==> config.mk <==
export PLATFORM = sky130hd
export DESIGN_NAME = muldiv_unit
export DESIGN_NICKNAME = d
export VERILOG_FILES = /design/src/rtl/muldiv_unit.sv
export SDC_FILE = /design/constraint.sdc
export NUM_CORES = 1
export LEC_CHECK = 0
export CAP_MARGIN = 20
export CORE_MARGIN = 4
export CORE_UTILIZATION = 30
export DETAILED_ROUTE_END_ITERATION = 12
export PLACE_DENSITY = 0.57
export SYNTH_ARGS = -nofsm -noshare
export SYNTH_HDL_FRONTEND = slang
export SYNTH_SLANG_ARGS = --single-unit
==> constraint.sdc <==
create_clock -name Clk_i -period 3.2 [get_ports Clk_i]
set_input_delay 0.32 -clock Clk_i [delete_from_list [all_inputs] [get_ports Clk_i]]
set_output_delay 0.32 -clock Clk_i [all_outputs]
set_load 0.01 [all_outputs]
==> src/rtl/muldiv_unit.sv <==
// ============================================================================
// Module      : muldiv_unit
// Description : Iterative multiply/divide unit (MULTU/MULT/DIVU/DIV) with
//               HI/LO results and fixed, data-independent latency.
// Revision    : 1.0 - initial release
// ============================================================================
`default_nettype none

module muldiv_unit #(
  parameter int WIDTH = 32,
  parameter int CNTW  = $clog2(WIDTH + 1)
) (
  input  logic             Clk_i,
  input  logic             Reset_i,
  input  logic             Start_i,
  input  logic [1:0]       Op_i,
  input  logic [WIDTH-1:0] A_i,
  input  logic [WIDTH-1:0] B_i,
  output logic             Busy_o,
  output logic             Done_o,
  output logic [WIDTH-1:0] Hi_o,
  output logic [WIDTH-1:0] Lo_o,
  output logic             DivByZero_o
);

  typedef enum logic [1:0] {
    S_IDLE = 2'd0,
    S_RUN  = 2'd1,
    S_FIX  = 2'd2,
    S_DONE = 2'd3
  } state_e;

  localparam logic [CNTW-1:0] c_LAST_ITER = CNTW'(WIDTH - 1);

  state_e             state_q, state_d;
  logic               is_div_q, is_div_d;
  logic [WIDTH-1:0]   mag_b_q, mag_b_d;
  logic [WIDTH-1:0]   raw_a_q, raw_a_d;
  logic               neg_res_q, neg_res_d;
  logic               neg_rem_q, neg_rem_d;
  logic [CNTW-1:0]    cnt_q, cnt_d;
  logic [2*WIDTH-1:0] acc_q, acc_d;
  logic [WIDTH-1:0]   hi_q, hi_d;
  logic [WIDTH-1:0]   lo_q, lo_d;
  logic               dbz_q, dbz_d;
  logic               busy_q, busy_d;
  logic               done_q, done_d;

  logic               w_load;
  logic               w_a_neg;
  logic               w_b_neg;
  logic [WIDTH-1:0]   w_mag_a;
  logic [WIDTH-1:0]   w_mag_b;
  logic [WIDTH:0]     w_mul_sum;
  logic [WIDTH:0]     w_shift;
  logic               w_ge;
  logic [WIDTH-1:0]   w_rem;
  logic [2*WIDTH-1:0] w_prod;
  logic [WIDTH-1:0]   w_quo;
  logic [WIDTH-1:0]   w_rmd;

  // Datapath: accumulator holds {partial product, multiplier} or {remainder, dividend}
  always_comb begin
    w_a_neg   = Op_i[0] & A_i[WIDTH-1];
    w_b_neg   = Op_i[0] & B_i[WIDTH-1];
    w_mag_a   = w_a_neg ? -A_i : A_i;
    w_mag_b   = w_b_neg ? -B_i : B_i;
    w_mul_sum = {1'b0, acc_q[2*WIDTH-1:WIDTH]} + (acc_q[0] ? {1'b0, mag_b_q} : '0);
    w_shift   = {acc_q[2*WIDTH-1:WIDTH], acc_q[WIDTH-1]};
    w_ge      = (w_shift >= {1'b0, mag_b_q});
    w_rem     = w_ge ? WIDTH'(w_shift - {1'b0, mag_b_q}) : w_shift[WIDTH-1:0];
    w_prod    = neg_res_q ? -acc_q : acc_q;
    w_quo     = neg_res_q ? -acc_q[WIDTH-1:0] : acc_q[WIDTH-1:0];
    w_rmd     = neg_rem_q ? -acc_q[2*WIDTH-1:WIDTH] : acc_q[2*WIDTH-1:WIDTH];
  end

  always_comb begin
    state_d   = state_q;
    is_div_d  = is_div_q;
    mag_b_d   = mag_b_q;
    raw_a_d   = raw_a_q;
    neg_res_d = neg_res_q;
    neg_rem_d = neg_rem_q;
    cnt_d     = cnt_q;
    acc_d     = acc_q;
    hi_d      = hi_q;
    lo_d      = lo_q;
    dbz_d     = dbz_q;
    w_load    = 1'b0;

    case (state_q)
      S_IDLE: begin
        w_load = Start_i;
      end
      S_RUN: begin
        acc_d = is_div_q ? {w_rem, acc_q[WIDTH-2:0], w_ge}
                         : {w_mul_sum, acc_q[WIDTH-1:1]};
        cnt_d = cnt_q + CNTW'(1);
        if (cnt_q == c_LAST_ITER) begin
          state_d = S_FIX;
        end
      end
      S_FIX: begin
        state_d = S_DONE;
        dbz_d   = is_div_q && (mag_b_q == '0);
        if (!is_div_q) begin
          {hi_d, lo_d} = w_prod;
        end else if (mag_b_q == '0) begin
          hi_d = raw_a_q;
          lo_d = '1;
        end else begin
          hi_d = w_rmd;
          lo_d = w_quo;
        end
      end
      S_DONE: begin
        state_d = S_IDLE;
        w_load  = Start_i;
      end
      default: state_d = S_IDLE;
    endcase

    // Signs are folded in here; the RUN loop only ever sees magnitudes
    if (w_load) begin
      state_d   = S_RUN;
      is_div_d  = Op_i[1];
      mag_b_d   = w_mag_b;
      raw_a_d   = A_i;
      neg_res_d = w_a_neg ^ w_b_neg;
      neg_rem_d = w_a_neg;
      acc_d     = {{WIDTH{1'b0}}, w_mag_a};
      cnt_d     = '0;
    end

    busy_d = (state_d == S_RUN) || (state_d == S_FIX);
    done_d = (state_d == S_DONE);
  end

  always_ff @(posedge Clk_i) begin
    if (Reset_i) begin
      state_q   <= S_IDLE;
      is_div_q  <= 1'b0;
      mag_b_q   <= '0;
      raw_a_q   <= '0;
      neg_res_q <= 1'b0;
      neg_rem_q <= 1'b0;
      cnt_q     <= '0;
      acc_q     <= '0;
      hi_q      <= '0;
      lo_q      <= '0;
      dbz_q     <= 1'b0;
      busy_q    <= 1'b0;
      done_q    <= 1'b0;
    end else begin
      state_q   <= state_d;
      is_div_q  <= is_div_d;
      mag_b_q   <= mag_b_d;
      raw_a_q   <= raw_a_d;
      neg_res_q <= neg_res_d;
      neg_rem_q <= neg_rem_d;
      cnt_q     <= cnt_d;
      acc_q     <= acc_d;
      hi_q      <= hi_d;
      lo_q      <= lo_d;
      dbz_q     <= dbz_d;
      busy_q    <= busy_d;
      done_q    <= done_d;
    end
  end

  assign Busy_o      = busy_q;
  assign Done_o      = done_q;
  assign Hi_o        = hi_q;
  assign Lo_o        = lo_q;
  assign DivByZero_o = dbz_q;

endmodule

`default_nettype wire

==> impl_metrics.json <==
{
  "cp_data_required_time_ns": 3.64,
  "cp-end-kind": "flip-flop",
  "io_pins": 136,
  "synth_cell_types": 80,
  "cts.clk_slew.worst_paths_ns": 0.06,
  "drive_gt1_share_pct": 15.09,
  "rsz0062_at_grt": "yes",
  "synth-xor-area-share_pct": 10.66,
  "synth_top_family_by_area": "compound AO/OA/AOI/OAI gates",
  "cts-htree-levels": 1,
  "min_period_over_period_pct": 97.59,
  "drtPass1Iterations": 5,
  "cap_violations": 0,
  "seq_area_frac_synth_pct": 26.14,
  "p_per_area_mw_per_mm2": 406.4,
  "initial_core_util_pct": 30.50,
  "leakage_nw": 7.694,
  "drt_wl_total_um": 57250,
  "path_cells": "buf_4, and2_1, ha_1, fa_1, a211oi_2, o21ai_2, o22a_1, o2111ai_1, a21oi_2, or3_1, nand4_1, o311a_1, a21oi_1",
  "synth_top_area_share_pct": 26.14,
  "comb_power_share_pct": 29.3,
  "antenna_left": 0,
  "syn-cell-area_mm2": 0.01578,
  "synth_edf_count": 0,
  "grt_pass1_vias": 15550,
  "nFillCells": 5343,
  "max_slew.worst_pin.slew_ns": 1.007,
  "syn_inst": 2096,
  "crit_type": "reg2reg",
  "grt_start_max_net_pins": 146,
  "ys_warn_count": 0,
  "clkPwrFrac_pct": 35.9,
  "rows": 83,
  "switching_share_pct": 33.38,
  "num_antenna_cells": 0,
  "cts_root_buf": "clkbuf_16",
  "synth_nets": 2239,
  "final_common_cell": "nor2_1",
  "post_drt_wl_per_cell_um": 19.17,
  "yosysTopAreaCell": "dfxtp_1",
  "placeableCoreArea_mm2": 0.05172,
  "peakVddDrop_mv": 0.3547,
  "final_cell_count_no_fill": 2986,
  "worstSkewPairLatency_ns": 0.56,
  "place_congestion": 0.9200,
  "drv_slew": 0,
  "antenna_found_initial": 1,
  "grt_remaining_overflow": 0,
  "placed_area_mm2": 0.01867,
  "arrival_ns": 3.56,
  "final_util_pct": 38.78,
  "fin_tns_setup_ns": 0,
  "max_stage_delay_ns": 0.41,
  "grtUsageTotal_pct": 19.25,
  "design.die.area_mm2": 0.05632,
  "most-common-layout-cells": "227 x nor2_1, 210 x nand2_1, 192 x dfxtp_1, 180 x buf_4, 155 x a21oi_1",
  "period_minus_slack_ns": 3.123,
  "cts_buffers": 25,
  "postSynthAreaPerCell_um2": 7.526,
  "cts_tree": "yes",
  "viasPerCell": 5.441,
  "synth_compound_area_share_pct": 27.51,
  "final_nets": 2432,
  "cp_slowest_cell": "fa_1",
  "vias": 16250,
  "place.port_buffers": 135,
  "start_kind": "flip-flop",
  "synth_ff_type": "dfxtp_1",
  "hold_viol": 0,
  "hold_class": "in2reg",
  "hpwl_um": 43130,
  "cts_hold_buf": 0,
  "cts_buffer_depth": 3,
  "grt_pass1_wl_um": 88440,
  "fmax_mhz": 320.2,
  "synth_seq_cells": 206,
  "intPower_w": 0.005430,
  "die_h_um": 237.3,
  "place_inst": 2929,
  "p_switching_w": 0.002721,
  "dr.first_iter.drc_count": 1245,
  "synthAdderAreaFrac_pct": 5.964,
  "async_flop_share_pct": 0,
  "r2r_slack_ns": 0.08,
  "relSlewSlack_pct": 32.79,
  "drc": 0,
  "cts_sinks": 206,
  "skew_ns": 0.02835,
  "synthMuxAreaShare_pct": 3.760,
  "setup_viol": 0,
  "area_growth_pct": 27.13,
  "die_x_um": 237.3,
  "path_buf_inv": 1,
  "yosys.area_share.simple_pct": 19.88,
  "final_area_mm2": 0.02006,
  "holdWs_ns": 0.1563,
  "cp_max_fo": 5,
  "run_status": "finished, final reports clean",
  "crit_family": "compound AO/OA/AOI/OAI gates",
  "p_seq_share_pct": 34.8,
  "netlist_top_cells_area": "dfxtp_1 26%, a211oi_1 6.4%, xor2_1 5.9%"
}
## path summary, 6_finish.rpt
| kind | cells after the start | startpoint | endpoint |
|---|---|---|---|
| hold reg to reg | 2 | raw_a_q[25]$_SDFFE_PP0P_ | raw_a_q[25]$_SDFFE_PP0P_ |
| setup / recovery | 13 | acc_q[0]$_SDFFE_PP0P_ | acc_q[57]$_SDFFE_PP0P_ |
| setup reg to reg | 13 | acc_q[0]$_SDFFE_PP0P_ | acc_q[57]$_SDFFE_PP0P_ |
| hold / removal | 2 | Reset_i | Hi_o[14]$_SDFFE_PP0N_ |
## worst register-to-register path: cells and delay by family, from the launching register on
family,cells,cell delay [ns]
flip-flops,1,0.31
AND/OR/NAND/NOR,3,0.58
adder cells (fa/ha/maj),2,0.64
buffers and inverters,1,0.15
AO/OA/AOI/OAI,7,1.34
## synthesized netlist by cell type (all sizes together) (4+ instances only)
master  number
or3         32
nand3       27
mux2        10
o211ai      37
and2        13
mux2i       48
inv         62
ha          72
nor3b        5
a21oi      166
nand4       16
nand3b       5
and3        17
o21a        15
clkbuf     133
dfxtp      206
a21o        31
a311oi      17
a31oi        7
or2         10
xnor2       85
buf         25
a211oi     135
nand2b      25
or4         11
o41ai       12
nor3        39
nor2       227
nor2b        9
a31o         9
o22ai        5
a211o        7
a221oi       7
o21bai       8
o31ai       34
nand2      211
xor2       107
a21boi       4
o21ai      149
nor4        26
## kinds of logic (layout without fill, tap and decap cells)
logic type                 Yosys count  after routing
adders and majority gates           74             74
xor gates and xnor gates           192            192
muxes                               58             58
and+or+nand+nor                    677            677
buffers and inverters              222            432
DFF                                206            206
AOI/OAI and AO/OA                  667            667
## power by group through the flow
stage	Combinational, W	Sequential (W)	Clock (W)
after global routing	0.00260	0.00285	0.00310
after detailed placement	0.00218	0.00288	0
final	0.00239	0.00284	0.00292
after global placement	0.00216	0.00288	0
after floorplan	0.00141	0.00282	0
after CTS	0.00220	0.00283	0.00299
## metal layers
metal	share of wire, %	global-route usage [%]
met1	46	26.90
met2	44	30.88
met3	6.3	3.109
met4	2.8	5.184
met5	0.014	0
## stage by stage
stage                     worst slack [ns]  total power [W]
after floorplan                    0.02816         0.004227
after global placement            -0.06599         0.005043
after detailed placement          -0.09154         0.005063
after CTS                         0.004867         0.008012
after global routing              -0.04580         0.008544
final                              0.07698         0.008151
## state kept, by name, indices dropped and copies added (netlist names), 2 cells and up
name / flops
state_q: 2
Lo_o: 32
raw_a_q: 32
Hi_o: 32
acc_q: 64
mag_b_q: 32
cnt_q: 6
## final cells by class
class	instances	area (um^2)	share of cell area (%)
sequential	206	4144	20.66
tap	680	850.8	4.242
clock inverter	14	172.7	0.8609
clock buffer	30	654.4	3.263
multi-input combinational	1668	11080	55.26
inverter	63	236.5	1.179
timing repair buffer	325	2914	14.53
## repair_timing
action,CTS,global route
buffers inserted,0,10
setup endpoints to repair,17,49
cloned,0,3
resized for setup,4,88
pin swaps,0,20
(Power assumes the default switching activity.)
==> edit 1, RTL diff (same flow settings) <==
Put one more register stage on the output `Hi_o`, cleared by the reset. The value now appears one clock later. The other outputs are not delayed to match.
--- a/src/rtl/muldiv_unit.sv
+++ b/src/rtl/muldiv_unit.sv
@@ -170,7 +170,13 @@
 
   assign Busy_o      = busy_q;
   assign Done_o      = done_q;
-  assign Hi_o        = hi_q;
+  always_ff @(posedge Clk_i) begin
+    if (Reset_i) begin
+      Hi_o <= '0;
+    end else begin
+      Hi_o <= hi_q;
+    end
+  end
   assign Lo_o        = lo_q;
   assign DivByZero_o = dbz_q;
 
Formal check against the unedited RTL: same outputs for any inputs over 10 cycles, from zero or initial values and one cycle with Reset_i high; that may be too few to reach the edited logic, so the function may still have changed.
==> edit 1 against the original RTL <==
- sequential cell count increased by 32
- via count increased by 8.4%
- power increased by 14%
- first-iteration DRC count increased by 25%
- sequential power increased by 13%
- area after synthesis increased by 5.5%
- hold slack got worse by 55 ps
- sequential share of layout area increased by 0.72 points
- worst setup slack got worse by 71 ps
- routed wire length increased by 13%
- cell area increased by 11%
- largest power group unchanged
- highest routed layer is now met4
==> edit 1: results (changes against the original RTL) <==
Detail Route met3 WL=4.55 mm (+25%); Layout Skew=8.41 ps (-19.9 ps); clk_lat worst skew=580 ps (+20 ps); number of setup buffers added after CTS=2 (+2); post-route met1 wirelength=29.0 mm (+9.4%); Compound-Gate Fraction of Synth Area=25.9% (-1.6 points); first-pass GRT wire length=98.7 mm (+12%); synthesized-area fraction occupied by xor and xnor cells=10.7% (+0.078 points); met3 GRT Util=3.43% (+0.32 points); GR met2 Demand/Resource=33.4% (+2.5 points); Vias/cell=5.36 (-1.5%); fraction of final layout cells with drive strength greater than 1=20.3% (+5.2 points); PnR Total Power=9.29 mW (+14%); post-CTS resize count=37 (+33); most used standard cells in the synthesized netlist=240 x sky130_fd_sc_hd__nor2_1, 238 x sky130_fd_sc_hd__dfxtp_1, 203 x sky130_fd_sc_hd__nand2_1; result of the run=complete, no violations; total met2 wirelength after detailed routing=29.0 mm (+14%); relative area of clock buffers and inverters in the final design=4.08% (-0.047 points); leak pwr=8.81 nW (+15%); number of buffers outside the clock class in the layout=485 (+49%); post-placement cell area=20900 um2 (+12%); dpl hpwl=49.8 mm (+15%); clock net sink count=238 (+16%); Worst-Margin Slew=817 ps (-190 ps); highest layer used for signal routing=met4; switching power as a share of total power=33.2% (-0.16 points); Comb group=2.83 mW (+18%); maximum fanout encountered on the critical timing path=6 (+1); critical-path cell with the highest stage delay=sky130_fd_sc_hd__or4_4; fin nets=2664 (+9.5%); slowest stage delay, CP=540 ps (+130 ps); pin count of the biggest net entering global routing=114 (-22%); Non-Clock Buffer Area Fraction=18.1% (+3.6 points); net count after synthesis=2320 (+3.6%); worst vdd rail ir drop=0.000394 V (+11%); clock buf count=37 (+23%); top cells by area in the synthesized netlist=sky130_fd_sc_hd__dfxtp_1 29%, sky130_fd_sc_hd__xor2_1 5.7%, sky130_fd_sc_hd__ha_1 5.4%; met1 Use GR=28.4% (+1.5 points); combined global-route utilization of all metal layers=20.7% (+1.4 points); vias in the first global route=17017 (+9.4%); TritonCTS Buffers=28 (+12%); number of different library cells in the post-synthesis netlist=74 (-7.5%); #MultiIn Comb=1696 (+1.7%); routed wire length=64.5 mm (+13%); Setup WS pre-CTS=-407 ps (-316 ps); non-clock inverter count=72 (+14%); cell type group with the largest total delay on the critical path=simple AND/OR/NAND/NOR gates; Reg2Reg Depth=9 (-4); sequential cell area=4780 um2 (+15%); Crit path arrival time=3650 ps (+90 ps); Clk pwr share=35.0% (-0.9 points); GP Congestion=0.932 (+1.3%)
-- edit 1: changes by cell type after synthesis, moves of 13 or more --
cell | unedited run | this run
sky130_fd_sc_hd__dfxtp_1 | 206 | 238
sky130_fd_sc_hd__nor2b_1 | 9 | 41
sky130_fd_sc_hd__a211oi_1 | 135 | 104
sky130_fd_sc_hd__o22ai_1 | 5 | 30
sky130_fd_sc_hd__clkbuf_1 | 125 | 141
sky130_fd_sc_hd__nor2_1 | 227 | 240
-- edit 1: worst paths after layout --
kind         slack (ps)  endpoint       from
max                   6  hi_q[27]  acc_q[33]
min                 100    Done_o    Reset_i
min reg2reg         450  Hi_o[14]   hi_q[14]
max reg2reg           6  hi_q[27]  acc_q[33]
-- edit 1: stage by stage --
step           hold slack [ps]  util, %  std cells
6_report                   102     40.6       3289
5_1_grt                    101     40.6       3288
4_1_cts                   93.3     39.9       3280
3_5_place_dp               440     38.0       3229
3_3_place_gp               445     38.0       3229
2_1_floorplan              417        -       2177
==> edit 2, RTL diff (same settings) <==
Made on the original files. `WIDTH`: 32 -> 16.
--- a/src/rtl/muldiv_unit.sv
+++ b/src/rtl/muldiv_unit.sv
@@ -7,7 +7,7 @@
 `default_nettype none
 
 module muldiv_unit #(
-  parameter int WIDTH = 32,
+  parameter int WIDTH = 16,
   parameter int CNTW  = $clog2(WIDTH + 1)
 ) (
   input  logic             Clk_i,
Interface: changed (resized A_i, B_i, Hi_o and Lo_o); port bits go from 136 to 72. The function was not compared with the original's and may differ.
==> edit 2 against the original RTL <==
- routed wire length decreased by 59%
- sequential cell count is 97 lower
- power fell by 54%
- cell area decreased by 54%
- worst setup slack better by 180 ps
- area after synthesis decreased by 50%
- clock power fell by 59%
- synthesized cell count down 51%
- largest cell class unchanged
==> edit 2: results (changes against the original RTL) <==
number of flip-flops under the largest register name=32 (-50%); routed wire length=23.7 mm (-59%); number of iterations in the first detailed-routing pass=4 (-1); Layout Skew=7.66 ps (-20.7 ps); result of the run=complete, no violations; maximum fanout encountered on the critical timing path=14 (+9); critical-path cell with the highest stage delay=sky130_fd_sc_hd__ha_1; worst vdd rail ir drop=0.000271 V (-24%); number of antenna violations at the first check in global routing=0 (-1); Vias/cell=5.29 (-2.7%); fraction of final layout cells with drive strength greater than 1=6.90% (-8.2 points); Clock H-tree levels=3 (+2); number of input and output port buffers inserted=71 (-47%); post-CTS resize count=0 (-4); headroom to the max-slew limit=38.5% (+5.7 points); routed length per instance=16.9 um (-12%); net count after synthesis=1101 (-51%); number of different library cells in the post-synthesis netlist=65 (-19%); dpl hpwl=18.1 mm (-58%); Reg2Reg Depth=10 (-3); number of buffers between clock root and the deepest sink=2 (-1); slowest stage delay, CP=380 ps (-30 ps); most used standard cells in the synthesized netlist=126 x sky130_fd_sc_hd__nor2_1, 109 x sky130_fd_sc_hd__dfxtp_1, 102 x sky130_fd_sc_hd__nand2_1; vias in the first global route=6992 (-55%); clock-pin slew on the worst setup and hold paths=80 ps (+20 ps); sequential share of the synthesized area=27.8% (+1.6 points); Hold Crit Class=reg2reg; GP Congestion=0.901 (-2.1%); top cells by area in the synthesized netlist=sky130_fd_sc_hd__dfxtp_1 28%, sky130_fd_sc_hd__ha_1 6.5%, sky130_fd_sc_hd__a211oi_1 6.2%; pin count of the biggest net entering global routing=89 (-39%)
-- edit 2: final cells by class --
cell class | count | area, um2
tap | 330 | 413
clock inverter | 4 | 55.1
sequential | 109 | 2180
fill | 2670 | 16300
inverter | 38 | 143
timing repair buffer | 103 | 946
clock buffer | 12 | 246
multi-input combinational | 807 | 5210
-- edit 2: power breakdown --
group / switching (mW) / internal [mW]
Combinational: 0.631 / 0.441
Sequential: 0.0868 / 1.42
Clock: 0.554 / 0.636
Total: 1.27 / 2.50
-- edit 2: path summary, 6_finish.rpt --
path	from	end	slack [ps]
max	mag_b_q[14]	acc_q[26]	260
min	raw_a_q[12]	raw_a_q[12]	460
max reg2reg	mag_b_q[14]	acc_q[26]	260
min reg2reg	raw_a_q[12]	raw_a_q[12]	460
-- edit 2: per-layer routing --
metal | global-route usage (%) | routed length (um) | vias up
met3 | 1.84 | 877 | 27
li1 | - | - | 3756
met5 | 0 | 0 | -
met1 | 23.4 | 11700 | 3484
met2 | 25.2 | 10600 | 157
met4 | 5.15 | 482 | 0
-- edit 2: logic make-up (layout without fill, tap and decap cells) --
kind of cell / count (synthesis) / after routing / share of synthesized area (%)
adders and majority gates: 43 / 43 / 7.04
buffers and inverters: 105 / 157 / 6.18
DFF: 109 / 109 / 27.8
and+or+nand+nor: 334 / 334 / 19.2
muxes: 34 / 34 / 4.43
xor gates and xnor gates: 85 / 85 / 9.47
AOI/OAI and AO/OA: 311 / 311 / 25.9
